## config.mk

```make
export PLATFORM = sky130hd
export DESIGN_NAME = uart_tx_engine
export DESIGN_NICKNAME = d
export VERILOG_FILES = /design/src/rtl/uart_tx_engine.sv
export SDC_FILE = /design/constraint.sdc
export NUM_CORES = 1
export LEC_CHECK = 0
export ABC_AREA = 1
export CORE_AREA = 2 2 117 119
export DETAILED_ROUTE_END_ITERATION = 8
export DIE_AREA = 0 0 119 121
export SLEW_MARGIN = 0
export SYNTH_ARGS = -nofsm -noshare
export SYNTH_HDL_FRONTEND = slang
export SYNTH_SLANG_ARGS = --single-unit
```

## constraint.sdc

```tcl
create_clock -name clk_i -period 2.1 [get_ports clk_i]
set_clock_uncertainty 0.05 [all_clocks]
set_input_delay 0.42 -clock clk_i [delete_from_list [all_inputs] [get_ports clk_i]]
set_output_delay 0.42 -clock clk_i [all_outputs]
set_load 0.02 [all_outputs]
```

## src/rtl/uart_tx_engine.sv

```systemverilog
// UART transmit serializer: pops bytes from a show-ahead FIFO and shifts them out
// as start/8 data/optional parity/1-2 stop frames at a programmable bit period.
module uart_tx_engine #(
  parameter int unsigned DATAW = 8,
  parameter int unsigned DIVW  = 16
) (
  input  logic             clk_i,
  input  logic             rst_i,
  input  logic             en_i,
  input  logic [DIVW-1:0]  div_i,
  input  logic             par_en_i,
  input  logic             par_odd_i,
  input  logic             stop2_i,
  input  logic [DATAW-1:0] fifo_dat_i,
  input  logic             fifo_empty_i,
  output logic             fifo_re_o,
  output logic             tx_o,
  output logic             busy_o
);

  localparam int unsigned IdxW = (DATAW > 1) ? $clog2(DATAW) : 1;
  localparam logic [IdxW-1:0] LastIdx = IdxW'(DATAW - 1);

  typedef enum logic [2:0] {
    StIdle,
    StStart,
    StData,
    StParity,
    StStop
  } state_e;

  state_e           state_q, state_d;
  logic [DIVW-1:0]  baud_cnt_q, baud_cnt_d;
  logic [DIVW-1:0]  div_q, div_d;
  logic [IdxW-1:0]  bit_idx_q, bit_idx_d;
  logic             stop_idx_q, stop_idx_d;
  logic [DATAW-1:0] shift_q, shift_d;
  logic             par_en_q, par_en_d;
  logic             par_bit_q, par_bit_d;
  logic             stop2_q, stop2_d;
  logic             tx_q, tx_d;
  logic             busy_q, busy_d;

  logic             bit_end;
  logic             launch;
  logic             load;

  assign bit_end = (baud_cnt_q == div_q);
  // Reset also suppresses the pop so no byte is lost while the engine is held.
  assign launch  = en_i & ~fifo_empty_i & ~rst_i;

  always_comb begin
    state_d    = state_q;
    baud_cnt_d = baud_cnt_q;
    div_d      = div_q;
    bit_idx_d  = bit_idx_q;
    stop_idx_d = stop_idx_q;
    shift_d    = shift_q;
    par_en_d   = par_en_q;
    par_bit_d  = par_bit_q;
    stop2_d    = stop2_q;
    tx_d       = tx_q;
    busy_d     = busy_q;
    load       = 1'b0;

    if (state_q != StIdle) begin
      baud_cnt_d = bit_end ? '0 : baud_cnt_q + DIVW'(1);
    end

    unique case (state_q)
      StIdle: begin
        if (launch) load = 1'b1;
      end
      StStart: begin
        if (bit_end) begin
          state_d   = StData;
          bit_idx_d = '0;
          tx_d      = shift_q[0];
        end
      end
      StData: begin
        if (bit_end) begin
          if (bit_idx_q == LastIdx) begin
            stop_idx_d = 1'b0;
            if (par_en_q) begin
              state_d = StParity;
              tx_d    = par_bit_q;
            end else begin
              state_d = StStop;
              tx_d    = 1'b1;
            end
          end else begin
            bit_idx_d = bit_idx_q + IdxW'(1);
            shift_d   = shift_q >> 1;
            tx_d      = shift_q[1];
          end
        end
      end
      StParity: begin
        if (bit_end) begin
          state_d    = StStop;
          stop_idx_d = 1'b0;
          tx_d       = 1'b1;
        end
      end
      StStop: begin
        if (bit_end) begin
          if (stop2_q && !stop_idx_q) begin
            stop_idx_d = 1'b1;
          end else if (launch) begin
            // Back-to-back: next start bit follows the last stop cycle directly.
            load = 1'b1;
          end else begin
            state_d = StIdle;
            tx_d    = 1'b1;
            busy_d  = 1'b0;
          end
        end
      end
      default: begin
        state_d = StIdle;
        tx_d    = 1'b1;
        busy_d  = 1'b0;
      end
    endcase

    if (load) begin
      state_d    = StStart;
      baud_cnt_d = '0;
      bit_idx_d  = '0;
      stop_idx_d = 1'b0;
      shift_d    = fifo_dat_i;
      div_d      = div_i;
      par_en_d   = par_en_i;
      par_bit_d  = par_odd_i ? ~^fifo_dat_i : ^fifo_dat_i;
      stop2_d    = stop2_i;
      tx_d       = 1'b0;
      busy_d     = 1'b1;
    end
  end

  always_ff @(posedge clk_i or posedge rst_i) begin
    if (rst_i) begin
      state_q    <= StIdle;
      baud_cnt_q <= '0;
      div_q      <= '0;
      bit_idx_q  <= '0;
      stop_idx_q <= 1'b0;
      shift_q    <= '0;
      par_en_q   <= 1'b0;
      par_bit_q  <= 1'b0;
      stop2_q    <= 1'b0;
      tx_q       <= 1'b1;
      busy_q     <= 1'b0;
    end else begin
      state_q    <= state_d;
      baud_cnt_q <= baud_cnt_d;
      div_q      <= div_d;
      bit_idx_q  <= bit_idx_d;
      stop_idx_q <= stop_idx_d;
      shift_q    <= shift_d;
      par_en_q   <= par_en_d;
      par_bit_q  <= par_bit_d;
      stop2_q    <= stop2_d;
      tx_q       <= tx_d;
      busy_q     <= busy_d;
    end
  end

  assign fifo_re_o = load;
  assign tx_o      = tx_q;
  assign busy_o    = busy_q;

endmodule

```

* Word level (Yosys, flattened, before mapping) *
Cells that the tools add are included.
Widths: inputs -> output; s select.

storage, ports and cells
  register bits after elaboration = 52
  input port bits = 31
  output and inout port bits = 3
  word-level logic and storage cells = 102

cells by class
  add/sub/neg operators = 2
  equal/unequal tests = 18
  muxes and demuxes = 49
  bitwise gates (word level) = 4
  reductions and logical operators = 18

operator list
  operator               count
  $mux 16                3
  $mux 3                 13
  $mux 8                 4
  $ne 3x3->1 const B     9
  $mux 1                 23
  $add 16x1->16 const B  1
  $eq 16x16->1           1
  $pmux 3 s5             1
  $reduce_and 4->1       2
  $reduce_and 8->1       1
  $reduce_xnor 8->1      1
  $reduce_xor 8->1       1
  $reduce_and 7->1       1
  $eq 3x2->1 const B     2
  $eq 3x3->1 const B     2
  $pmux 3 s2             1
  $reduce_and 6->1       1
  $reduce_bool 2->1      3
  $reduce_bool 3->1      2
  $pmux 1 s5             1
  $ne 2x2->1 const B     2
  $pmux 1 s2             2
  $reduce_bool 4->1      1
  $reduce_or 4->1        1
  10 further kinds       12

* Logic depth before layout (Yosys ltp) *
Gate-level depths: netlist of the first run.

  depth in word-level cells = 9
  depth in mapped cells = 14
  mapped depth without buffers = 14

* Worst setup path after synthesis of the first run *
Ideal clock, no wire load.

  path type = flip-flop to output port
  from = register state_q[1]
  to = output fifo_re_o
  data arrival time = 1,365 ps
  required time = 1,630 ps
  slack = 265 ps
  cell stages (with the launch flop) = 9
  path buffers = 1
  cell sequence = dfrtp_1 > nor2_2 > inv_1 > nor2_1 > nand2_1 > nand2_8 > nand2_4 > clkinv_4 > buf_4

on the way
  longest elaborated chain between the ends = 2
  elaborated cells between the ends (all ways) = 3
  those cells by class = eq/ne (1); mux (1); reduce/logical (1)

ends and longest elaborated chain
  what                                                  line  text
  start: declaration                                    32    state_e state_q, state_d;
  start signal: assignment                              144   state_q <= StIdle;
  start signal: assignment                              156   state_q <= state_d;
  $eq 3x3->1 / $logic_not 3->1 (equally long branches)  70    unique case (state_q)
  $pmux 1 s2 (*)                                        70
  end: declaration                                      16    output logic fifo_re_o,

Mark *: on every way between the ends. The rest lies on a longest branch, timed or not.

* Worst setup path after layout of the first run *
  from = register div_q[7]
  to = output fifo_re_o

on the way
  longest elaborated chain between the ends = 3

ends and longest elaborated chain
  what                      line  text
  start: declaration        34    logic [DIVW-1:0] div_q, div_d;
  start signal: assignment  158   div_q <= div_d;
  $eq 16x16->1              48    assign bit_end = (baud_cnt_q == div_q);
  $mux 1                    107   if (bit_end) begin
  $pmux 1 s2                70

No other way between the ends.

==> qor.csv, run 1 <==
stage;metric;value;unit
run_status;status;complete, but fails checks;
run_status;violations;negative setup slack;
power_and_ir_drop;cellLeakagePower;2.07;nW
timing;setup_viol;1;
global_routing;grt_max_degree;53;
synthesis;synth_edf_count;0;
die;dieArea;14400;um^2
die;core_area;13100;um^2
power_and_ir_drop;ir_drop;0.327;mV
route;num_vias;2799;
final_layout;finalNonFillerCells;669;
worst_setup_path;critPathArrivalTime;1630;ps
timing;finalWorstSetupSlack;-3.07;ps
worst_setup_path;path_class;reg -> out;
cts;cts.clk_slew.worst_paths;70;ps
timing;rsz0062_at_grt;true;
placed_design;port_buffers;33;
synthesis;ys_ff_latch;52;
timing;hold_slack;417;ps
final_layout;final_nets;526;
synthesis;syn_nets;422;
synthesis;synthFlopType;dfrtp_1;
timing;min_period_over_period;100;%
global_routing;grt_pass1_vias;3027;
worst_setup_path;cp-end-kind;primary output;
synthesis;netlist_area;2970;um^2
final_layout;n_fill_cell;1407;
global_routing;track_usage;11.0;%
timing;final-max-slew-violation-count;0;
global_routing;grt_pass1_wl;13.0;mm
synthesis;ys_seq_area_share;43.8;%
cts;cts_root_buf;clkbuf_16;
placed_design;place.gp.congestion;0.836;
route;drt-initial-drc-count;166;
route;drtPass1Iterations;4;
synthesis;synth_cells;388;
die;ios;34;
worst_setup_path;path_max_fanout;3;
cts;clockBufferDepth;2;
job;max_cap_violations;0;
power_and_ir_drop;p_per_area;488;nW/um^2
cts;cts_sinks;52;
final_layout;final_cell_mix;nand2_1, buf_4, dfrtp_1, inv_1, clkdlybuf4s50_1;
die;die_w;119;um
final_layout;diodes;0;
cts;tritoncts;yes;
synthesis;yosysWarnings;0;
route;wl;7.29;mm
final_layout;final_common_cell;nand2_1;
final_layout;syn2layout_area_growth;40.9;%
synthesis;synth.distinct_cells;37;
timing;hold_viol_final;0;
route;wl_per_cell;10.9;um
cts;cts_buffers;5;
power_and_ir_drop;power;0.00204;W
worst_setup_path;startpoint_type;flip-flop;
timing;period_needed;2100;ps
timing;worst_pin_slew;388;ps
cts;cts.htree.levels;2;
final_layout;final_core_util;32.0;%
die;chipHeight;121;um
global_routing;antenna_found_initial;0;
die;start_util;22.7;%
final_layout;drive_above_1_share;24.5;%
cts;clock_latency;300;ps
timing;fmax;475;MHz
worst_setup_path;crit_required;1630;ps
timing;slew_headroom;73.9;%
placed_design;hpwl;5.41;mm
min_path;hp-class;in -> async;
route;drc;0;
synthesis;async_flop_share;100;%
global_routing;grt_overflow_total;0;
route;ant_nets;0;
worst_setup_path;r2r_setup_slack;140;ps
placed_design;dp.cells;655;
synthesis;synth_area_per_cell;7.67;um^2
route;viasPerCell;4.18;
die;row_count;42;
## worst max-delay path, cell delays in order (launching register included)
cell and delay [ps]:
dfrtp_1 430, xor2_1 170, nor2_1 90, nand2_1 100, nor2_4 140, nand2_4 90
nand2_8 70, nand2_4 70, clkinv_4 70, buf_6 110
## cells in the mapped netlist, types with 3 or more instances
master,count,area [um^2]
a21oi_1,20,100
a2bb2oi_1,7,61.3
dfrtp_1,51,1280
ha_1,3,37.5
inv_1,45,169
inv_2,10,37.5
nand2_1,111,417
nand2_2,5,31.3
nand3_1,19,95.1
nand4_1,5,31.3
nor2_1,29,109
nor2_2,3,18.8
nor3_1,7,35.0
o21a_1,4,30.0
o21ai_0,28,140
o21ai_1,3,15.0
xnor2_1,5,43.8
xor2_1,7,61.3
## cell families after synthesis
logic type | synth area share (%)
and+or+nand+nor | 28.3
AOI/OAI and AO/OA | 14.0
buffers and inverters | 9.09
DFF | 43.8
xor gates and xnor gates | 3.53
adders and majority gates | 1.26
## per-layer routing
metal	vias up	GRT usage (%)	share of wire (%)
li1	1446	-	-
met1	1281	13.3	46
met2	61	19.3	48
met3	11	2.35	4.5
met4	0	3.87	1.7
met5	-	0	0
## sequential cells by signal, indices dropped and copies added, names as in the netlist
register	count
state_q	3
baud_cnt_q	16
stop_idx_q	1
div_q	16
busy_o	1
par_en_q	1
par_bit_q	1
shift_q	8
tx_o	1
bit_idx_q	3
stop2_q	1
## final cells by class
cell class,instances,area (um^2),share of cell area (%)
multi-input cells,273,1430,34.1
flip-flops and latches,52,1300,31.1
repair buffers,104,877,20.9
well taps,176,220,5.25
inverters,56,215,5.13
clock buffers,5,125,2.99
clock inverters,3,23.8,0.567
## through the flow
stage	setup slack [ps]	cell area, um^2	TNS (ps)
2_1_floorplan	265	2970	0
3_3_place_gp	-620	3970	-10920
3_5_place_dp	-645	3970	-13370
4_1_cts	-8.53	4150	-8.53
5_1_grt	-102	4190	-109
6_report	-3.07	4190	-3.07
## what timing repair did
| action | CTS | global route |
|---|---|---|
| gates cloned | 0 | 0 |
| pin swaps | 3 | 4 |
| buffers inserted | 3 | 3 |
| endpoints found under the setup margin | 13 | 28 |
| hold buffers | 0 | 0 |
| gates resized for setup | 14 | 6 |
## path summary, 6_finish.rpt
check / start / end / depth (start not counted)
worst max-delay path: div_q[7]$_DFFE_PP0P_ / fifo_re_o / 9
worst min-delay path: rst_i / div_q[15]$_DFFE_PP0P_ / 4
worst max register to register: div_q[7]$_DFFE_PP0P_ / baud_cnt_q[7]$_DFFE_PP0P_ / 13
worst min register to register: tx_o$_DFFE_PP1P_ / tx_o$_DFFE_PP1P_ / 2
max in group asynchronous: rst_i / tx_o$_DFFE_PP1P_ / 4
min in group clk_i: tx_o$_DFFE_PP1P_ / tx_o$_DFFE_PP1P_ / 2
## report_power, final
part | switching [W] | internal [W]
clock network | 0.000391 | 0.000444
registers | 0.0000122 | 0.00102
logic | 0.0000753 | 0.0000988
(Power assumes the default switching activity.)
==> run 2: changes to the inputs <==
--- a/config.mk
+++ b/config.mk
@@ -6,9 +6,9 @@
 export NUM_CORES = 1
 export LEC_CHECK = 0
 export ABC_AREA = 1
-export CORE_AREA = 2 2 117 119
+export CORE_AREA = 2 2 72 102
 export DETAILED_ROUTE_END_ITERATION = 8
-export DIE_AREA = 0 0 119 121
+export DIE_AREA = 0 0 74 104
 export SLEW_MARGIN = 0
 export SYNTH_ARGS = -nofsm -noshare
 export SYNTH_HDL_FRONTEND = slang
==> qor.csv, run 2 (synthesis gave the netlist of run 1 again) <==
stage;metric;value;unit;change
route;num_vias;2752;;-1.7%
worst_setup_path;path_max_fanout;3;;unchanged
run_status;status;finished, final reports clean;;
final_layout;final_common_cell;nand2_1;;
placed_design;port_buffers;33;;unchanged
cts;cts_buffers;5;;unchanged
timing;finalWorstSetupSlack;3.45;ps;+6.52 ps
worst_setup_path;slowest_stage;dfrtp_1;;
worst_setup_path;crit_required;1630;ps;about the same
cts;tritoncts;yes;;
cts;clockBufferDepth;2;;unchanged
die;start_util;43.7;%;+21 points
final_layout;stdcell_area;4030;um^2;-3.8%
timing;min_period_over_period;99.8;%;-0.31 points
global_routing;grt_pass1_wl;11.9;mm;-8.6%
cts;cts.htree.levels;2;;unchanged
cts;cts_sinks;52;;unchanged
timing;slew_headroom;69.3;%;-4.6 points
placed_design;hpwl;5.26;mm;-2.8%
power_and_ir_drop;ir_drop;0.371;mV;+13%
worst_setup_path;startpoint_type;flip-flop;;
worst_setup_path;path_class;reg -> out;;
job;max_cap_violations;0;;unchanged
power_and_ir_drop;cellLeakagePower;2.04;nW;-1.4%
cts;clock_latency;320;ps;+20 ps
worst_setup_path;cp-end-kind;primary output;;
route;viasPerCell;4.72;;+13%
min_path;hp-class;in -> async;;
timing;rsz0062_at_grt;true;;
route;wl;6.97;mm;-4.4%
final_layout;syn2layout_area_growth;35.6;%;
cts;cts.clk_slew.worst_paths;100;ps;+30 ps
die;core_area;6800;um^2;-48%
timing;setup_viol;0;;-1
die;ios;34;;unchanged
final_layout;diodes;0;;unchanged
global_routing;track_usage;19.6;%;+8.6 points
placed_design;place.gp.congestion;0.905;;+8.3%
worst_setup_path;cpPeakStageDelay;390;ps;-40 ps
global_routing;grt_overflow_total;0;;unchanged
worst_setup_path;crit_chain;inv_1 > nand2_1 > nand2_1 > nor2_1 > nand2_1 > nor2_4 > nand2_4 > nand2_8 > nand2_4 > clkinv_4 > buf_6;;
die;row_count;36;;-14%
timing;hold_viol_final;0;;unchanged
global_routing;grt_max_degree;44;;-17%
timing;period_needed;2100;ps;-6.52 ps
power_and_ir_drop;p_per_area;482;nW/um^2;-1.2%
cts;cts_hold_buf;0;;unchanged
route;drt-initial-drc-count;51;;-69%
timing;worst_pin_slew;459;ps;+70.5 ps
worst_setup_path;reg2regPathDepth;13;;unchanged
timing;final-max-slew-violation-count;0;;unchanged
worst_setup_path;critPathArrivalTime;1630;ps;about the same
cts;cts_root_buf;clkbuf_8;;
final_layout;top_regs;baud_cnt_q: 16 flops, div_q: 16 flops, shift_q: 8 flops;;
die;chipHeight;104;um;-14%
worst_setup_path;cpMostUsedCell;nand2_1;;
global_routing;antenna_found_initial;0;;unchanged
die;die_w;74;um;-38%
route;wl_per_cell;12.0;um;+9.7%
die;dieArea;7700;um^2;-47%
route;drtPass1Iterations;4;;unchanged
final_layout;final_nets;521;;-0.95%
global_routing;grt_pass1_vias;2678;;-12%
placed_design;place_area;3810;um^2;-4.1%
final_layout;final_core_util;59.3;%;+27 points
route;ant_nets;0;;unchanged
final_layout;drive_above_1_share;23.8;%;-0.77 points
timing;tns;0;ps;+3.07 ps
timing;fmax;477;MHz;+0.31%
final_layout;final_cell_mix;nand2_1, buf_4, dfrtp_1, inv_1, clkdlybuf4s50_1;;
placed_design;dp_slack;-600;ps;+44.9 ps
route;drc;0;;unchanged
[run 2: routing by layer]
metal  global-route usage [%]  wire (um)  vias to the layer above
li1                         -          -                     1433
met1                     23.1       2910                     1266
met2                     34.8       3740                       37
met3                     2.71        144                       16
met4                     7.66        176                        0
met5                        0          0                        -
[run 2: critical path, delay by kind of cell (launching register included)]
kind / cells / cell delay, ps
buffers and inverters: 3 / 220
flip-flops: 1 / 390
AND/OR/NAND/NOR: 8 / 670
[run 2: timing repair]
item / in CTS / in global routing
endpoints found under the hold margin: 0 / 0
pin swaps: 7 / 5
setup endpoints to repair: 2 / 20
buffers inserted: 3 / 6
gates resized for setup: 12 / 9
[run 2: cell type report]
| type | count | area (um^2) |
|---|---|---|
| clock inverters | 2 | 38.8 |
| inverters | 56 | 215 |
| repair buffers | 99 | 836 |
| clock buffers | 6 | 82.6 |
| flip-flops and latches | 52 | 1300 |
| fillers | 630 | 2770 |
| well taps | 95 | 119 |
| multi-input cells | 273 | 1440 |
[run 2: metrics by stage]
| stage | std cells | power (W) | hold slack (ps) |
|---|---|---|---|
| 2_1_floorplan | 388 | 0.00112 | 398 |
| 3_3_place_gp | 566 | 0.00122 | 408 |
| 3_5_place_dp | 566 | 0.00122 | 412 |
| 4_1_cts | 577 | 0.00197 | 210 |
| 5_1_grt | 583 | 0.00204 | 228 |
| 6_report | 583 | 0.00194 | 210 |
[run 2: path summary, 6_finish.rpt]
check                                          startpoint                         to  slack (ps)
worst max-delay path            baud_cnt_q[0]$_DFFE_PP0P_                  fifo_re_o           3
worst min-delay path                                rst_i     stop_idx_q$_DFFE_PP0P_         210
worst max register to register  baud_cnt_q[0]$_DFFE_PP0P_     shift_q[5]$_DFFE_PP0P_         130
worst min register to register           tx_o$_DFFE_PP1P_           tx_o$_DFFE_PP1P_         430
max in group asynchronous                           rst_i  baud_cnt_q[4]$_DFFE_PP0P_        1260
min in group clk_i                       tx_o$_DFFE_PP1P_           tx_o$_DFFE_PP1P_         430
[run 2: power by group]
part	switching (W)	internal, W	leakage (nW)
registers	0.0000127	0.00102	0.621
clock network	0.000352	0.000390	0.0614
logic	0.0000717	0.0000948	1.35
==> run 3: changes to the inputs <==
--- a/config.mk
+++ b/config.mk
@@ -6,9 +6,10 @@
 export NUM_CORES = 1
 export LEC_CHECK = 0
 export ABC_AREA = 1
-export CORE_AREA = 2 2 72 102
+export CORE_AREA = 2 2 65 92
 export DETAILED_ROUTE_END_ITERATION = 8
-export DIE_AREA = 0 0 74 104
+export DIE_AREA = 0 0 67 94
+export PLACE_DENSITY = 0.78
 export SLEW_MARGIN = 0
 export SYNTH_ARGS = -nofsm -noshare
 export SYNTH_HDL_FRONTEND = slang
==> qor.csv, run 3 (synthesis gave the netlist of run 1 again) <==
stage;metric;value;unit;change
final_layout;final_nets;531;;+1.9%
route;drt-initial-drc-count;156;;+210%
final_layout;final_cell_mix;nand2_1, buf_4, dfrtp_1, inv_1, clkdlybuf4s50_1;;
die;die_w;67;um;-9.5%
cts;cts_root_buf;clkbuf_8;;
global_routing;track_usage;24.2;%;+4.6 points
die;core_area;5450;um^2;-20%
route;num_vias;2910;;+5.7%
worst_setup_path;path_class;reg -> out;;
global_routing;grt_pass1_vias;2897;;+8.2%
cts;cts.htree.levels;2;;unchanged
route;drtPass1Iterations;4;;unchanged
cts;clockBufferDepth;2;;unchanged
cts;cts.clk_slew.worst_paths;100;ps;about the same
worst_setup_path;path_max_fanout;2;;-1
timing;worst_pin_slew;433;ps;-25.4 ps
global_routing;antenna_found_initial;0;;unchanged
power_and_ir_drop;p_per_area;451;nW/um^2;-6.4%
die;ios;34;;unchanged
worst_setup_path;critPathArrivalTime;1630;ps;about the same
power_and_ir_drop;clkPwrFrac;34.2;%;-4.0 points
die;start_util;54.6;%;+11 points
power_and_ir_drop;combPwrFrac;9.4;%;+0.8 points
worst_setup_path;r2r_setup_slack;100;ps;-30 ps
placed_design;place_area;3830;um^2;+0.69%
timing;final-max-slew-violation-count;0;;unchanged
timing;rsz0062_at_grt;true;;
route;wl;7.14;mm;+2.4%
cts;cts_hold_buf;0;;unchanged
placed_design;port_buffers;33;;unchanged
timing;hold_viol_final;0;;unchanged
final_layout;drive_above_1_share;26.1;%;+2.3 points
route;drc;0;;unchanged
power_and_ir_drop;seq_power_share;56.4;%;+3.2 points
worst_setup_path;startpoint_type;flip-flop;;
die;row_count;32;;-11%
worst_setup_path;crit_required;1630;ps;about the same
cts;cts_sinks;52;;unchanged
global_routing;grt_pass1_wl;11.9;mm;+0.52%
cts;clock_latency;310;ps;about the same
die;chipHeight;94;um;-9.6%
timing;period_needed;2100;ps;+6.00 ps
route;viasPerCell;5.14;;+8.9%
die;dieArea;6300;um^2;-18%
run_status;violations;negative setup slack;;
final_layout;seqCellArea;1300;um^2;unchanged
timing;min_period_over_period;100;%;+0.29 points
timing;finalWorstSetupSlack;-2.55;ps;-6.00 ps
job;max_cap_violations;0;;unchanged
placed_design;place.gp.congestion;0.870;;-3.9%
power_and_ir_drop;p_int;0.00139;W;-7.7%
timing;setup_viol;1;;+1
final_layout;syn2layout_area_growth;36.6;%;
min_path;hp-class;in -> async;;
timing;hold_slack;345;ps;+135 ps
worst_setup_path;cp-end-kind;primary output;;
final_layout;n_fill_cell;399;;-37%
global_routing;grt_max_degree;53;;+20%
cts;tritoncts;yes;;
final_layout;multi_input_area;1450;um^2;+0.96%
route;ant_nets;0;;unchanged
final_layout;final_core_util;74.6;%;+15 points
power_and_ir_drop;netSwitchingPower;0.000443;W;+1.4%
timing;fmax;476;MHz;-0.29%
placed_design;hpwl;4.79;mm;-9.0%
final_layout;final_common_cell;nand2_1;;
power_and_ir_drop;p_sw_share;24.2;%;+1.7 points
power_and_ir_drop;cellLeakagePower;2.06;nW;+1.3%
power_and_ir_drop;ir_drop;0.393;mV;+6.2%
run_status;status;complete, but fails checks;;
cts;cts_buffers;5;;unchanged
final_layout;top_regs;baud_cnt_q: 16 flops, div_q: 16 flops, shift_q: 8 flops;;
timing;slew_headroom;71.0;%;+1.7 points
global_routing;grt_overflow_total;0;;unchanged
route;wl_per_cell;12.6;um;+5.4%
final_layout;diodes;0;;unchanged
final_layout;stdcell_area;4060;um^2;+0.74%
run 3: cell count changes in the layout (fill, tap and decap cells not counted), sizes merged:
cell / delta
buf: +10
bufinv: -1
inv: +1
run 3: power groups by stage:
stage	registers (W)	logic, W	clock network (W)
floorplan	0.00105	0.0000733	0
global placement	0.00105	0.000165	0
detailed placement	0.00105	0.000168	0
CTS	0.00103	0.000172	0.000639
global route	0.00104	0.000191	0.000679
finish	0.00103	0.000172	0.000627
run 3: final timing paths:
check | from | end | cells past startpoint
setup reg to reg | div_q[7]$_DFFE_PP0P_ | baud_cnt_q[7]$_DFFE_PP0P_ | 12
hold reg to reg | tx_o$_DFFE_PP1P_ | tx_o$_DFFE_PP1P_ | 2
max in group asynchronous | rst_i | tx_o$_DFFE_PP1P_ | 4
setup / recovery | div_q[7]$_DFFE_PP0P_ | fifo_re_o | 9
min in group clk_i | tx_o$_DFFE_PP1P_ | tx_o$_DFFE_PP1P_ | 2
hold / removal | rst_i | baud_cnt_q[4]$_DFFE_PP0P_ | 4
run 3: final cells by class:
class,instances,area share [%]
Clock inverter,2,0.339
Multi-Input combinational cell,273,35.8
Sequential cell,52,32.1
Clock buffer,6,2.03
Timing Repair Buffer,109,22.4
Tap cell,68,2.09
Inverter,56,5.30
run 3: repair_timing:
action                                  4_1_cts  5_1_grt
buffers inserted                              5        6
resized for setup                            15       10
hold endpoints to repair                      0        0
pin swaps                                     8        6
endpoints found under the setup margin        1       13
run 3: worst max-delay path, cell delays in order (launching register included):
cell and delay [ps]:
dfrtp_1 430, xor2_1 180, nor2_1 100, nand2_1 100
nor2_4 130, nand2_4 80, nand2_8 80, nand2_8 60
clkinv_4 60, buf_6 100
run 3: per-layer routing:
metal	vias up	GRT usage (%)	routed length, um
li1	1459	-	-
met4	0	8.50	228
met1	1361	26.9	2890
met3	20	3.60	210
met5	-	0	0
met2	70	45.3	3810
run 3: metrics by stage:
stage | std cells | setup WS [ps] | total power [W] | setup TNS [ps]
after global routing | 566 | -96.2 | 0.00191 | -312
after detailed placement | 547 | -566 | 0.00122 | -8840
after CTS | 560 | 0.667 | 0.00184 | 0
final | 566 | -2.55 | 0.00183 | -2.55
after floorplan | 388 | 265 | 0.00112 | 0
after global placement | 547 | -548 | 0.00122 | -7470
